### config.mk
export PLATFORM = sky130hd
export DESIGN_NAME = syn_clk_split
export DESIGN_NICKNAME = d
export VERILOG_FILES = /design/src/rtl/syn_clk_split_pkg.sv /design/src/rtl/syn_cycle_cmp.sv /design/src/rtl/syn_clk_split.sv
export SDC_FILE = /design/constraint.sdc
export NUM_CORES = 1
export LEC_CHECK = 0
export ABC_AREA = 1
export CORE_UTILIZATION = 57
export CTS_CLUSTER_DIAMETER = 100
export DETAILED_ROUTE_END_ITERATION = 10
export GPL_TIMING_DRIVEN = 0
export PLACE_DENSITY = 0.8
export REMOVE_ABC_BUFFERS = 1
export SLEW_MARGIN = 30
export SYNTH_ARGS = -nofsm -noshare
export SYNTH_HDL_FRONTEND = slang
export SYNTH_SLANG_ARGS = --single-unit
### constraint.sdc
create_clock -name i_clk -period 5.65 [get_ports i_clk]
set_input_delay 1.13 -clock i_clk [delete_from_list [all_inputs] [get_ports i_clk]]
set_output_delay 1.13 -clock i_clk [all_outputs]
set_load 0.02 [all_outputs]
### src/rtl/syn_clk_split_pkg.sv
// Shared widths, mode encoding and state encoding for the sync-clock split path.
package syn_clk_split_pkg;

  localparam int unsigned CLK_W_DEF = 64;
  localparam int unsigned CYC_W_DEF = 32;

  localparam logic MODE_1588 = 1'b1;
  localparam logic MODE_6802 = 1'b0;

  typedef enum logic [0:0] {
    StInit,
    StTrack
  } state_e;

endpackage

### src/rtl/syn_cycle_cmp.sv
// Classifies global time against the current cycle base: inside the cycle,
// crossed into the next cycle, or jumped (too far forward or backward).
module syn_cycle_cmp
  import syn_clk_split_pkg::*;
#(
  parameter int unsigned CLK_W = CLK_W_DEF,
  parameter int unsigned CYC_W = CYC_W_DEF
) (
  input  logic [CLK_W-1:0] iv_global,
  input  logic [CLK_W-1:0] iv_base,
  input  logic [CYC_W-1:0] iv_cycle,
  output logic [CLK_W-1:0] ov_diff,
  output logic [CLK_W-1:0] ov_diff_sub,
  output logic             o_in_cycle,
  output logic             o_next_cycle,
  output logic             o_jump
);

  logic [CLK_W-1:0] cyc_ext;
  logic [CLK_W-1:0] two_cyc_ext;
  logic [CYC_W:0]   two_cyc;
  logic             backward;

  assign cyc_ext     = CLK_W'(iv_cycle);
  // Doubled at CYC_W+1 bits so a full-range cycle length cannot overflow.
  assign two_cyc     = {iv_cycle, 1'b0};
  assign two_cyc_ext = CLK_W'(two_cyc);

  assign backward    = iv_global < iv_base;
  assign ov_diff     = iv_global - iv_base;
  assign ov_diff_sub = ov_diff - cyc_ext;

  assign o_in_cycle   = !backward && (ov_diff < cyc_ext);
  assign o_next_cycle = !backward && (ov_diff >= cyc_ext) && (ov_diff < two_cyc_ext);
  assign o_jump       = backward || (ov_diff >= two_cyc_ext);

endmodule

### src/rtl/syn_clk_split.sv
// Splits global synchronized time into a cycle-relative sync clock and a cycle
// index (6802 mode), or passes global time straight through (1588 mode).
module syn_clk_split
  import syn_clk_split_pkg::*;
#(
  parameter int unsigned CLK_W = CLK_W_DEF,
  parameter int unsigned CYC_W = CYC_W_DEF
) (
  input  logic             i_clk,
  input  logic             i_rst,
  input  logic [CLK_W-1:0] iv_global_clk,
  input  logic             i_tsn_or_tte,
  input  logic [CYC_W-1:0] iv_syn_clk_cycle,
  output logic [CLK_W-1:0] ov_syn_clk,
  output logic [CYC_W-1:0] ov_cycle_cnt,
  output logic             o_cycle_start,
  output logic             o_resync,
  output logic             o_cfg_err
);

  state_e           state_q, state_d;
  logic [CLK_W-1:0] base_q, base_d;
  logic [CLK_W-1:0] syn_q, syn_d;
  logic [CYC_W-1:0] cnt_q, cnt_d;
  logic             start_q, start_d;
  logic             resync_q, resync_d;
  logic             err_q, err_d;

  logic [CLK_W-1:0] diff;
  logic [CLK_W-1:0] diff_sub;
  logic             in_cycle;
  logic             next_cycle;
  logic             jump;

  syn_cycle_cmp #(
    .CLK_W(CLK_W),
    .CYC_W(CYC_W)
  ) u_cmp (
    .iv_global   (iv_global_clk),
    .iv_base     (base_q),
    .iv_cycle    (iv_syn_clk_cycle),
    .ov_diff     (diff),
    .ov_diff_sub (diff_sub),
    .o_in_cycle  (in_cycle),
    .o_next_cycle(next_cycle),
    .o_jump      (jump)
  );

  always_comb begin
    state_d  = state_q;
    base_d   = base_q;
    syn_d    = syn_q;
    cnt_d    = cnt_q;
    start_d  = 1'b0;
    resync_d = 1'b0;
    err_d    = 1'b0;
    case (i_tsn_or_tte)
      MODE_1588: begin
        syn_d   = iv_global_clk;
        cnt_d   = '0;
        state_d = StInit;
      end
      MODE_6802: begin
        if (iv_syn_clk_cycle == '0) begin
          // Hold base, count and state so tracking resumes once fixed.
          err_d = 1'b1;
          syn_d = '0;
        end else begin
          unique case (state_q)
            StInit: begin
              base_d  = iv_global_clk;
              syn_d   = '0;
              cnt_d   = '0;
              start_d = 1'b1;
              state_d = StTrack;
            end
            StTrack: begin
              if (in_cycle) begin
                syn_d = diff;
              end else if (next_cycle) begin
                base_d  = base_q + CLK_W'(iv_syn_clk_cycle);
                syn_d   = diff_sub;
                cnt_d   = cnt_q + 1'b1;
                start_d = 1'b1;
              end else if (jump) begin
                base_d   = iv_global_clk;
                syn_d    = '0;
                cnt_d    = cnt_q + 1'b1;
                start_d  = 1'b1;
                resync_d = 1'b1;
              end
            end
            default: state_d = StInit;
          endcase
        end
      end
      default: state_d = StInit;
    endcase
  end

  always_ff @(posedge i_clk) begin
    if (i_rst) begin
      state_q  <= StInit;
      base_q   <= '0;
      syn_q    <= '0;
      cnt_q    <= '0;
      start_q  <= 1'b0;
      resync_q <= 1'b0;
      err_q    <= 1'b0;
    end else begin
      state_q  <= state_d;
      base_q   <= base_d;
      syn_q    <= syn_d;
      cnt_q    <= cnt_d;
      start_q  <= start_d;
      resync_q <= resync_d;
      err_q    <= err_d;
    end
  end

  assign ov_syn_clk    = syn_q;
  assign ov_cycle_cnt  = cnt_q;
  assign o_cycle_start = start_q;
  assign o_resync      = resync_q;
  assign o_cfg_err     = err_q;

endmodule

==> key figures, run 1 <==
CTS
  • Clock-pin slew on the worst setup and hold paths: ~0.070 ns
  • CTS tree: yes
  • Clock Path Buffers: 2
  • CTS Buf Count: 17
  • Clock Sinks: around 160
  • CTS HTree Levels: 4
  • Clk Tree Root Cell: clkbuf_16
  • Worst-skew pair later-pin latency: between 0.4 and 0.5 ns

Place
  • Post-Place Worst Slack: -1.93 ns
  • Post-DP Area: 22300 um2
  • PortBufs: 197
  • Placed cells: 4137
  • HPWL Detailed: 63400 um
  • Routability Congestion: around 1.1

Cells and area
  • Final Non-Filler Cells: 4209
  • Final Core Density: 0.726
  • Finished Cell Area: 24500 um2
  • # fillers: roughly 2900
  • Seq. cell area: 3280 um2
  • Area grow syn2layout: 24.2%
  • Multi-input logic area: 14900 um2
  • Layout cells sized above 1: 0.0697
  • Most frequent cells in the layout: nand2_1 (1106), inv_1 (682), nor2_1 (252)
  • Net count reported at finish: around 4000
  • Most common cell after layout, fill and taps aside: nand2_1

Logic synthesis
  • Top FF cell, synth: dfxtp_1
  • Synth cell types: 44
  • Asr flop ratio synth: 0
  • Post-synthesis sequential area ratio: 0.166
  • Area of the mapped netlist: 19800 um2
  • Yosys top cell area share: 0.216
  • Synth Instances: 3553
  • Syn Area/Cell: 5.56 um2
  • Synth area leader: nand2_1
  • Register bit total from synthesis: 164
  • Leading post-synthesis cells by cell area: nand2_1 (22%), dfxtp_1 (17%), inv_1 (13%), ha_1 (10%), a21oi_1 (6.5%)
  • Yosys warnings: 0
  • EDFF count, synth: 0

Timing
  • Final hold violations: 0
  • Final hold slack: between 0.4 and 0.5 ns
  • Slew margin rel.: 0.209
  • Worst-Margin Slew: 1.18 ns
  • Fin crit share: 1.01
  • Final setup fails: 3
  • Fmax: 175 MHz
  • Setup ws final: -0.0709 ns
  • Clock Skews: between 0.015 and 0.02 ns
  • Min Tclk post-route: between 5 and 6 ns
  • Pins Over Slew Limit: 0
  • Setup tns final: -0.0923 ns

Setup path
  • Worst setup EP type: flop
  • Reg2reg setup slack: 0.67 ns
  • R2R Path Start: base_q[8]
  • Worst R2R End: base_q[19]
  • CP Cell Sequence: clkdlybuf4s50_1, ha_1, nand3_1, nand2_1, a21oi_1, o21ai_1, a21oi_1, o21ai_0, a21boi_0, nor3_1, nand3_1, xor2_1, o21ai_1, a21oi_1
  • Arrival @ worst endpoint: 6.08 ns
  • Critical Path Max Stage Delay: 0.68 ns
  • Setup crit start kind: primary input
  • Critical Path Slowest Stage Cell: nor3_1
  • Worst Setup Path Type: in -> reg
  • Worst R2R Path Depth: 30
  • Crit-path most repeated cell: a21oi_1
  • Worst EP required: 6.01 ns
  • Max FO, Critical Path: 5

GRT
  • Largest net degree at the start of global routing: 61
  • GRT Total Usage: 0.448
  • Initial antenna violation count: 0
  • First-pass GRT wire length: 123000 um
  • Congestion Overflow GR: 0
  • Vias in the first global route: ~23000

Job
  • Max cap viols: 0

Run status
  • Failing checks: setup timing
  • Outcome: complete, but fails checks

Floorplanning
  • Num ports: 198
  • Die area: 35400 um2
  • Rows: 67
  • Width of the die: 188 um
  • Core area: between 30000 and 40000 um2
  • Die Y: roughly 190 um
  • Starting Density: 0.585

Worst hold path
  • HP Start: base_q[63]
  • Hold Path Class: reg -> reg
  • Worst hold endpoint: base_q[63]
  • Hold path depth: 2

Route
  • DR WL/cell: 19.8 um
  • Routed vias/inst: 5.90
  • WL final: between 80000 and 90000 um
  • Drt drc: 0
  • First DRT Iteration DRCs: 3064
  • Drt pass-1 iters: 7
  • Routed via count: 24848
  • ANT nets after route: 0

Power and ir drop
  • PwrDens: about 220 nW/um2
  • VDD IR max: 242 uV
  • Total Power: 5.41 mW
  • Leak: 12.3 nW
[cell type report]
type	instances	area share
timing repair buffer	246	0.107
tap	448	0.0228
sequential	164	0.134
clock buffer	17	0.0173
multi-input combinational	2627	0.606
clock inverter	14	0.00658
inverter	691	0.106
antenna	2	0.000204
[kinds of logic (layout without fill, tap and decap cells)]
kind of cell / Yosys count / count (layout) / synth area share
xor gates and xnor gates: 131 / 131 / 0.0581
buffers and inverters: 767 / 968 / 0.148
and+or+nand+nor: 1803 / 1808 / 0.381
other: 0 / 2 / 0
adders and majority gates: 164 / 164 / 0.105
AOI/OAI and AO/OA: 524 / 524 / 0.141
DFF: 164 / 164 / 0.166
[sequential cells by signal, indices dropped and copies added, names as in the netlist]
| signal | flops |
|---|---|
| base_q | 64 |
| ov_syn_clk | 64 |
| ov_cycle_cnt | 32 |
| o_cfg_err | 1 |
| o_cycle_start | 1 |
| o_resync | 1 |
| state_q | 1 |
[critical path: cells and delay by family]
kind                     cells  cell delay (ns)
buffers and inverters        1             0.66
adder cells (fa/ha/maj)      1             0.42
XOR/XNOR                     1             0.19
AO/OA/AOI/OAI                7             2.41
AND/OR/NAND/NOR              4             1.25
[synth_stat cells (2+ instances only)]
cell      count
fa_1          3
xnor2_1      34
o31ai_1       3
nor2_2       13
inv_1       686
nand3_1     186
buf_6         3
nand4_1      57
ha_1        161
nor4_1       18
o21bai_1      6
a21oi_1     258
dfxtp_1     164
nor4b_1       2
nand3b_1     32
nor3_2        5
nor3_1       68
a31oi_1      13
nand2_2       2
a21o_1        9
o21ai_1       6
and2_1       10
o211ai_1      3
o21ai_0     177
o221ai_1      2
o21a_1       13
buf_1         2
xor2_1       97
buf_2        22
inv_2         4
a21boi_0      8
o22ai_1      23
nor2_1      271
clkbuf_1     48
nand2_1    1135
[worst max path at each step]
stage	slack, ns	startpoint	depth (start not counted)	to
2_1_floorplan	-2.15	iv_global_clk[0]	27	base_q[10]
3_3_place_gp	-6.90	iv_global_clk[0]	28	base_q[3]
3_5_place_dp	-1.93	iv_global_clk[0]	28	base_q[24]
4_1_cts	0.01	iv_global_clk[0]	31	base_q[8]
5_1_grt	-0.02	iv_global_clk[9]	27	base_q[44]
6_report	-0.07	iv_syn_clk_cycle[1]	14	base_q[61]
[per-layer routing]
layer / up-vias / global-route usage / share of wire
met2: 1759 / 0.680 / 0.42
met4: 0 / 0.218 / 0.055
li1: 11591 / - / -
met3: 321 / 0.0994 / 0.15
met5: - / 0 / 0
met1: 11177 / 0.596 / 0.38
[report_power, final]
group	internal [mW]	switching, mW	total (mW)
clock	0.629	0.626	1.26
combinational	1.05	1.84	2.90
sequential	1.21	0.0458	1.26
total	2.89	2.52	5.41
[repair_timing]
action | 4_1_cts | 5_1_grt
resized for setup | 113 | 128
hold buffers | 0 | 0
endpoints found under the setup margin | 147 | 147
cloned | 3 | 3
setup buffers | 19 | 14
pin swaps | 19 | 19
(Power assumes the default switching activity.)
==> inputs of run 2 (changes only) <==
--- a/config.mk
+++ b/config.mk
@@ -8,6 +8,7 @@
 export ABC_AREA = 1
 export CORE_UTILIZATION = 57
 export CTS_CLUSTER_DIAMETER = 100
+export CTS_CLUSTER_SIZE = 24
 export DETAILED_ROUTE_END_ITERATION = 10
 export GPL_TIMING_DRIVEN = 0
 export PLACE_DENSITY = 0.8
==> results of run 2 <==
Same layout as run 1: the final DEF is identical, and so are final timing and power.
